==> src/rtl/sonar_echo_ranger.sv <==
// Ultrasonic ranging controller: one trigger pulse per start rising edge,
// echo width timed in centimetre steps, result or timeout strobed once.
//
//  state       | meaning
//  ------------+-------------------------------------------------------
//  S_IDLE      | waiting for a start rising edge, busy low
//  S_TRIG      | driving the transducer trigger for TRIG_CYCLES cycles
//  S_WAIT_RISE | trigger done, waiting for the synchronised echo to rise
//  S_MEASURE   | echo high, accumulating cycles into cm units
module sonar_echo_ranger #(
    parameter int TRIG_CYCLES    = 500,
    parameter int CM_CYCLES      = 2900,
    parameter int TIMEOUT_CYCLES = 1500000,
    parameter int DIST_W         = 9
) (
    input  logic              clk,
    input  logic              clr,
    input  logic              start,
    input  logic              echo,
    output logic              trig,
    output logic [DIST_W-1:0] distance,
    output logic              dist_valid,
    output logic              timeout,
    output logic              busy
);

    localparam int TRIG_W = $clog2(TRIG_CYCLES + 1);
    localparam int SUB_W  = $clog2(CM_CYCLES + 1);
    localparam int TO_W   = $clog2(TIMEOUT_CYCLES + 1);

    localparam logic [TRIG_W-1:0] TRIG_LOAD = TRIG_W'(TRIG_CYCLES - 1);
    localparam logic [SUB_W-1:0]  SUB_LAST  = SUB_W'(CM_CYCLES - 1);
    localparam logic [TO_W-1:0]   TO_LOAD   = TO_W'(TIMEOUT_CYCLES - 1);
    localparam logic [DIST_W-1:0] CM_MAX    = '1;

    typedef enum logic [1:0] {
        S_IDLE,
        S_TRIG,
        S_WAIT_RISE,
        S_MEASURE
    } state_t;

    state_t state, state_nx;

    logic              armed;
    logic              start_q;
    logic              echo_m, echo_s, echo_s_q;
    logic [TRIG_W-1:0] trig_cnt;
    logic [TO_W-1:0]   to_cnt;
    logic [SUB_W-1:0]  sub_cnt;
    logic [DIST_W-1:0] cm_cnt;

    logic start_edge, echo_rise, echo_fall;
    logic load_trig, start_meas, capture, count_en;

    // A start level already high when reset releases is not a rising edge,
    // so edge detection is held off for the first clock after reset.
    assign start_edge = start & ~start_q & armed;
    assign echo_rise  = echo_s & ~echo_s_q;
    assign echo_fall  = ~echo_s & echo_s_q;

    // Input registers: start edge detector and two-flop echo synchroniser.
    always_ff @(posedge clk or negedge clr) begin
        if (!clr) begin
            armed    <= 1'b0;
            start_q  <= 1'b0;
            echo_m   <= 1'b0;
            echo_s   <= 1'b0;
            echo_s_q <= 1'b0;
        end else begin
            armed    <= 1'b1;
            start_q  <= start;
            echo_m   <= echo;
            echo_s   <= echo_m;
            echo_s_q <= echo_s;
        end
    end

    // State register.
    always_ff @(posedge clk or negedge clr) begin
        if (!clr) state <= S_IDLE;
        else      state <= state_nx;
    end

    // Next-state and Moore/Mealy outputs. Timeout beats a late rise,
    // but a fall in the terminal cycle beats the timeout.
    always_comb begin
        state_nx   = state;
        trig       = 1'b0;
        busy       = 1'b1;
        timeout    = 1'b0;
        load_trig  = 1'b0;
        start_meas = 1'b0;
        capture    = 1'b0;
        case (state)
            S_IDLE: begin
                busy = 1'b0;
                if (start_edge) begin
                    state_nx  = S_TRIG;
                    load_trig = 1'b1;
                end
            end
            S_TRIG: begin
                trig = 1'b1;
                if (trig_cnt == '0) begin
                    state_nx   = S_WAIT_RISE;
                    start_meas = 1'b1;
                end
            end
            S_WAIT_RISE: begin
                if (to_cnt == '0) begin
                    timeout  = 1'b1;
                    state_nx = S_IDLE;
                end else if (echo_rise) begin
                    state_nx = S_MEASURE;
                end
            end
            S_MEASURE: begin
                if (echo_fall) begin
                    capture  = 1'b1;
                    state_nx = S_IDLE;
                end else if (to_cnt == '0) begin
                    timeout  = 1'b1;
                    state_nx = S_IDLE;
                end
            end
            default: state_nx = S_IDLE;
        endcase
    end

    // The rise cycle itself is an echo-high cycle, so counting follows the
    // next state rather than the current one.
    assign count_en = echo_s && (state_nx == S_MEASURE);

    // Trigger width and echo timeout down-counters.
    always_ff @(posedge clk or negedge clr) begin
        if (!clr) begin
            trig_cnt <= '0;
            to_cnt   <= '0;
        end else begin
            if (load_trig)
                trig_cnt <= TRIG_LOAD;
            else if (state == S_TRIG && trig_cnt != '0)
                trig_cnt <= trig_cnt - 1'b1;

            if (start_meas)
                to_cnt <= TO_LOAD;
            else if ((state == S_WAIT_RISE || state == S_MEASURE) && to_cnt != '0)
                to_cnt <= to_cnt - 1'b1;
        end
    end

    // Echo width in cm: sub-counter wraps every CM_CYCLES, cm saturates.
    always_ff @(posedge clk or negedge clr) begin
        if (!clr) begin
            sub_cnt <= '0;
            cm_cnt  <= '0;
        end else if (start_meas) begin
            sub_cnt <= '0;
            cm_cnt  <= '0;
        end else if (count_en) begin
            if (sub_cnt == SUB_LAST) begin
                sub_cnt <= '0;
                if (cm_cnt != CM_MAX) cm_cnt <= cm_cnt + 1'b1;
            end else begin
                sub_cnt <= sub_cnt + 1'b1;
            end
        end
    end

    // Result register and its one-cycle strobe.
    always_ff @(posedge clk or negedge clr) begin
        if (!clr) begin
            distance   <= '0;
            dist_valid <= 1'b0;
        end else begin
            dist_valid <= capture;
            if (capture) distance <= cm_cnt;
        end
    end

endmodule

==> config.mk <==
export PLATFORM = sky130hd
export DESIGN_NAME = sonar_echo_ranger
export DESIGN_NICKNAME = d
export VERILOG_FILES = /design/src/rtl/sonar_echo_ranger.sv
export SDC_FILE = /design/constraint.sdc
export NUM_CORES = 1
export LEC_CHECK = 0
export ABC_CLOCK_PERIOD_IN_PS = 2800
export CORE_MARGIN = 10
export CORE_UTILIZATION = 60
export CTS_BUF_LIST = sky130_fd_sc_hd__clkbuf_16
export DETAILED_ROUTE_END_ITERATION = 8
export GPL_ROUTABILITY_DRIVEN = 1
export GPL_TIMING_DRIVEN = 0
export PLACE_DENSITY = 0.79
export SLEW_MARGIN = 40
export SYNTH_ARGS = -nofsm -noshare
export SYNTH_HDL_FRONTEND = slang
export SYNTH_SLANG_ARGS = --single-unit
==> constraint.sdc <==
create_clock -name clk -period 2.8 [get_ports clk]
set_input_delay 0.28 -clock clk [delete_from_list [all_inputs] [get_ports clk]]
set_output_delay 0.28 -clock clk [all_outputs]
set_load 0.02 [all_outputs]
**Word level (Yosys, flattened, before mapping)**

Cells that the tools add are included.

- Flip-flop bits (word level): 68
- Input bits: 4
- Logic and storage cells: 73

- Add/sub/neg operators: 4
- Equal/unequal tests: 6
- Muxes and demuxes: 29
- Bitwise logic cells: 7
- Reduce and logical (&&, ||, !) cells: 15

Operator list:

| kind | number |
|---|---|
| 9-bit two-way mux | 6 |
| 21-bit two-way mux | 2 |
| 12-bit two-way mux | 3 |
| 21-bit zero test | 1 |
| 21-bit nonzero test | 1 |
| 21-bit by 1-bit subtractor with 21-bit output, second input constant | 1 |
| 12-bit by 1-bit adder with 12-bit output, second input constant | 1 |
| 12-bit == test, second input constant | 1 |
| 2-bit two-way mux | 6 |
| 1-bit two-way mux | 10 |
| 2-bit nonzero test | 5 |
| 9-bit by 1-bit adder with 9-bit output, second input constant | 1 |
| 9-bit zero test | 1 |
| 9-bit != test, second input constant | 1 |
| 9-bit nonzero test | 1 |
| 9-bit by 1-bit subtractor with 9-bit output, second input constant | 1 |
| 2-bit one-hot mux with 4 select lines | 1 |
| 2-bit == test, second input constant | 3 |
| 1-bit AND | 4 |
| 1-bit logical AND | 3 |
| 1-bit NOT | 3 |
| 3-bit AND reduction | 1 |
| 2-bit by 1-bit == test with 1-bit output, second input constant | 1 |
| 2-bit zero test | 1 |
| other kinds (2) | 2 |

**Longest topological paths before layout**

- Word-level depth: 9
- Mapped depth: 9
- Mapped depth without buffers: 9

**Worst setup path before layout**

Ideal clock, no wire load.

- Path type: reg2reg
- Start: reg cm_cnt[0]
- End: reg cm_cnt[7]
- Arrival time: 2285 ps
- Path slack: 375 ps
- Stages on the path, launching flop included: 10
- Clock period less this slack: 2425 ps
- Cells stage by stage: dfrtp_1 > ha_1 > and3_1 > and3_1 > and3_1 > ha_1 > nor4_2 > o211ai_2 > o311ai_0 > o41ai_1

- Word-level cells in the longest chain between the ends: 5
- Elaborated cells on any way between the ends: 8
- Those cells by class: add/sub (1); eq/ne (1); mux (4); reduce/logical (2)

Ends and longest elaborated chain:

| element | line | source |
|---|---|---|
| from (decl) | 51 | `logic [DIST_W-1:0] cm_cnt;` |
| from (signal assigned) | 164 | `if (cm_cnt != CM_MAX) cm_cnt <= cm_cnt + 1'b1;` |
| 9-bit by 1-bit adder with 9-bit output | 164 |  |
| 9-bit two-way mux | 164 |  |
| 9-bit two-way mux | 162 | `if (sub_cnt == SUB_LAST) begin` |
| 9-bit two-way mux | 161 | `end else if (count_en) begin` |
| 9-bit two-way mux | 158 | `end else if (start_meas) begin` |

Several ways; a longest one is shown, not always the timed one. The select of a mux whose other input is x is not followed.
A chain may end at the register's enable or synchronous reset.

**Worst setup path after layout**

Ends and elaborated chain as after synthesis.

==> flow_metrics.env <==
export IMPL_status="complete, no violations"
export IMPL_finalCriticalPeriod_ns=2.562
export IMPL_synth_seq_cells=68
export IMPL_ys_seq_area_share_pct=49.89
export IMPL_post_place_ws_ns=0.1176
export IMPL_post_route_cells_drive_above_1_share_pct=12.16
export IMPL_grt_pass1_vias=2573
export IMPL_power_density_nw_per_um2=503.8
export IMPL_num_antenna_cells=0
export IMPL_drc_errors=0
export IMPL_finalWeightedCongestion=0.8773
export IMPL_slew_violations=0
export IMPL_period_share_pct=91.49
export IMPL_setup_viol=0
export IMPL_grt_setup_unrepaired="no"
export IMPL_maxCapViolations=0
export IMPL_reg2reg_slack_ns=0.24
export IMPL_area_growth_pct=18.05
export IMPL_fillers=385
export IMPL_die_height_um=95.40
export IMPL_nNetsFinal=375
export IMPL_peakVddDrop_mv=0.4357
export IMPL_worst_pin_slew_ns=0.6357
export IMPL_dpl_cell_count=422
export IMPL_first_pass_iters=4
export IMPL_drtIter0Drc=119
export IMPL_cts_tree="done"
export IMPL_cts_sinks=68
export IMPL_wl_per_cell_um=16.33
export IMPL_worstSetupEndpointType="register"
export IMPL_syn_num_nets=343
export IMPL_overflow=0
export IMPL_ant_nets=0
export IMPL_yosys_warnings=0
export IMPL_crit_fanout=8
export IMPL_syn_area_per_cell_um2=10.24
export IMPL_p_leak_nw=1.897
export IMPL_post_route_util_pct=73.12
export IMPL_cp_start_kind="register"
export IMPL_numCtsBuffers=9
export IMPL_cp_arrival_ns=2.76
export IMPL_skew_ns=0.005805
export IMPL_dieArea_um2=9100
export IMPL_htree_num_levels=3
export IMPL_clk_pin_slew_worst_paths_ns=0.06
export IMPL_drt_total_wl_um=7220
export IMPL_grt_pass1_wl_um=12300
export IMPL_synth_distinct_cells=51
export IMPL_finalNonFillerCells=442
export IMPL_initial_core_util_pct=61.94
export IMPL_numPortBuffers=16
export IMPL_synth_main_ff_cell="dfrtp_1"
export IMPL_timing_final_ws_setup_ns=0.2383
export IMPL_num_vias=2707
export IMPL_hpwl_um=4739
export IMPL_antenna_found_initial=0
export IMPL_grt_max_degree=36
export IMPL_grt_total_usage_pct=16.82
export IMPL_crit_required_ns=3.00
export IMPL_row_count=27
export IMPL_finalHoldViolCount=0
export IMPL_fin_hold_ws_ns=0.3405
export IMPL_fmax_mhz=390.4
export IMPL_cts_root_buf="clkbuf_16"
export IMPL_num_io_pins=17
export IMPL_clock_latency_ns=0.33
export IMPL_dpl_cell_area_um2=3682
export IMPL_ys_async_sr_fraction_pct=100.0
export IMPL_clockBufferDepth=2
export IMPL_fp_dieW_um=95.40
export IMPL_postLayoutCellArea_um2=4026
export IMPL_busiest_layer="met2"
export IMPL_via_per_inst=6.124
export IMPL_synth_enable_flop_cells=0
export IMPL_use_met2_pct=26.65
export IMPL_critPathKind="reg2reg"
export IMPL_synthCells=333
export IMPL_core_um2=5507
export IMPL_gr_usage_met1_pct=21.69
export IMPL_use_met3_pct=4.321
export IMPL_hold_path_class="reg2reg"
export IMPL_syn_area_um2=3411
export IMPL_slew_headroom_pct=57.34
-- stage by stage --
stage | power (mW) | setup TNS (ns)
floorplan | 1.008 | 0
global placement | 1.032 | -54.14
detailed placement | 1.036 | 0
CTS | 2.047 | 0
global route | 2.094 | 0
finish | 2.028 | 0
-- area by class of cell --
cell class	count	area (µm²)	share of cell area, %
inverters	10	37.54	0.9323
repair buffers	21	216.5	5.376
multi-input cells	243	1649	40.96
clock buffers	9	225.2	5.594
well taps	72	90.09	2.237
clock inverters	7	43.79	1.088
flip-flops and latches	68	1702	42.26
plain buffers	12	62.56	1.554
-- cells by family after synthesis --
group	share of synthesized area [%]
AND/OR/NAND/NOR	23.88
adder cells (fa/ha/maj)	2.494
buffers and inverters	2.935
XOR/XNOR	3.852
flip-flops	49.89
AO/OA/AOI/OAI	11.81
other	0.1099
multiplexers	5.026
-- power breakdown --
part | internal, mW | switching, mW | leakage, nW
logic | 0.00874 | 0.0209 | 0.856
clock network | 0.593 | 0.417 | 0.133
registers | 0.987 | 0.00170 | 0.909
-- path summary, 6_finish.rpt --
kind | startpoint | end | cells after the start
max | cm_cnt[0] | cm_cnt[7] | 9
max in group asynchronous | clr | sub_cnt[10] | 3
min | echo_m | echo_s | 0
max reg2reg | cm_cnt[0] | cm_cnt[7] | 9
min in group asynchronous | clr | to_cnt[9] | 2
min reg2reg | echo_m | echo_s | 0
-- critical path: stages (launching register included) --
cell and delay [ns]:
dfrtp_1 0.42, ha_1 0.22, and3_1 0.19, and3_1 0.19, and3_1 0.20, ha_1 0.23
nor4_4 0.39, o211ai_4 0.17, o311ai_1 0.30, o41ai_1 0.12
-- cells in the mapped netlist, types with 3 or more instances --
cell	number	area, µm²
a21oi_1	10	50.05
a311oi_1	5	43.79
a31oi_1	4	25.02
and3_1	9	56.30
clkbuf_1	8	30.03
dfrtp_1	68	1702
ha_1	6	75.07
inv_1	10	37.54
mux2_2	9	101.4
mux2i_1	7	70.07
nand2_1	40	150.1
nand2b_1	4	25.02
nand3_1	20	100.1
nand3b_1	4	30.03
nand4_1	10	62.56
nand4b_1	4	35.03
nor2_1	15	56.30
nor3_1	6	30.03
nor4_1	5	31.28
nor4_2	3	37.54
o211ai_1	7	52.55
o211ai_2	3	37.54
o21ai_0	11	55.05
o21ai_1	3	15.01
o31ai_1	3	22.52
o41ai_1	3	26.28
or3_1	8	50.05
or4_1	4	30.03
xor2_1	13	113.9
-- routing by layer --
metal | vias to the layer above | wire length [µm]
met5 | - | 0
met4 | 0 | 97
met3 | 10 | 321
met2 | 57 | 3430
met1 | 1342 | 3369
li1 | 1298 | -
-- layout by cell type (no fill, tap or decap), types with 3 or more instances in the layout --
cell type | synthesis | final
a21oi_1 | 10 | 10
a311oi_1 | 5 | 5
a31oi_1 | 4 | 4
and3_1 | 9 | 9
buf_4 | 0 | 3
buf_6 | 2 | 3
clkbuf_1 | 8 | 8
clkbuf_16 | 0 | 9
clkdlybuf4s50_1 | 0 | 14
clkinv_2 | 0 | 3
dfrtp_1 | 68 | 68
ha_1 | 6 | 6
inv_1 | 10 | 10
mux2_2 | 9 | 9
mux2i_1 | 7 | 7
nand2_1 | 40 | 40
nand2b_1 | 4 | 4
nand3_1 | 20 | 20
nand3b_1 | 4 | 4
nand4_1 | 10 | 10
nand4b_1 | 4 | 4
nor2_1 | 15 | 15
nor3_1 | 6 | 5
nor4_1 | 5 | 5
nor4_4 | 0 | 3
o211ai_1 | 7 | 7
o21ai_0 | 11 | 10
o21ai_1 | 3 | 4
o31ai_1 | 3 | 3
o41ai_1 | 3 | 3
or3_1 | 8 | 8
or4_1 | 4 | 4
xor2_1 | 13 | 13
-- state kept, by name (all words and copies together) (netlist names) --
signal and cells:
armed 1, cm_cnt 9, state 2, sub_cnt 12, start_q 1, to_cnt 21
echo_s 1, echo_m 1, echo_s_q 1, distance 9, trig_cnt 9, dist_valid 1
-- repair_timing --
item / CTS / global route
setup buffers: 0 / 3
gates resized for setup: 3 / 4
endpoints found under the setup margin: 1 / 2
hold buffers: 1 / 0
endpoints found under the hold margin: 33 / 0
pin swaps: 0 / 1
No activity file was read; power rests on OpenSTA's default activity.
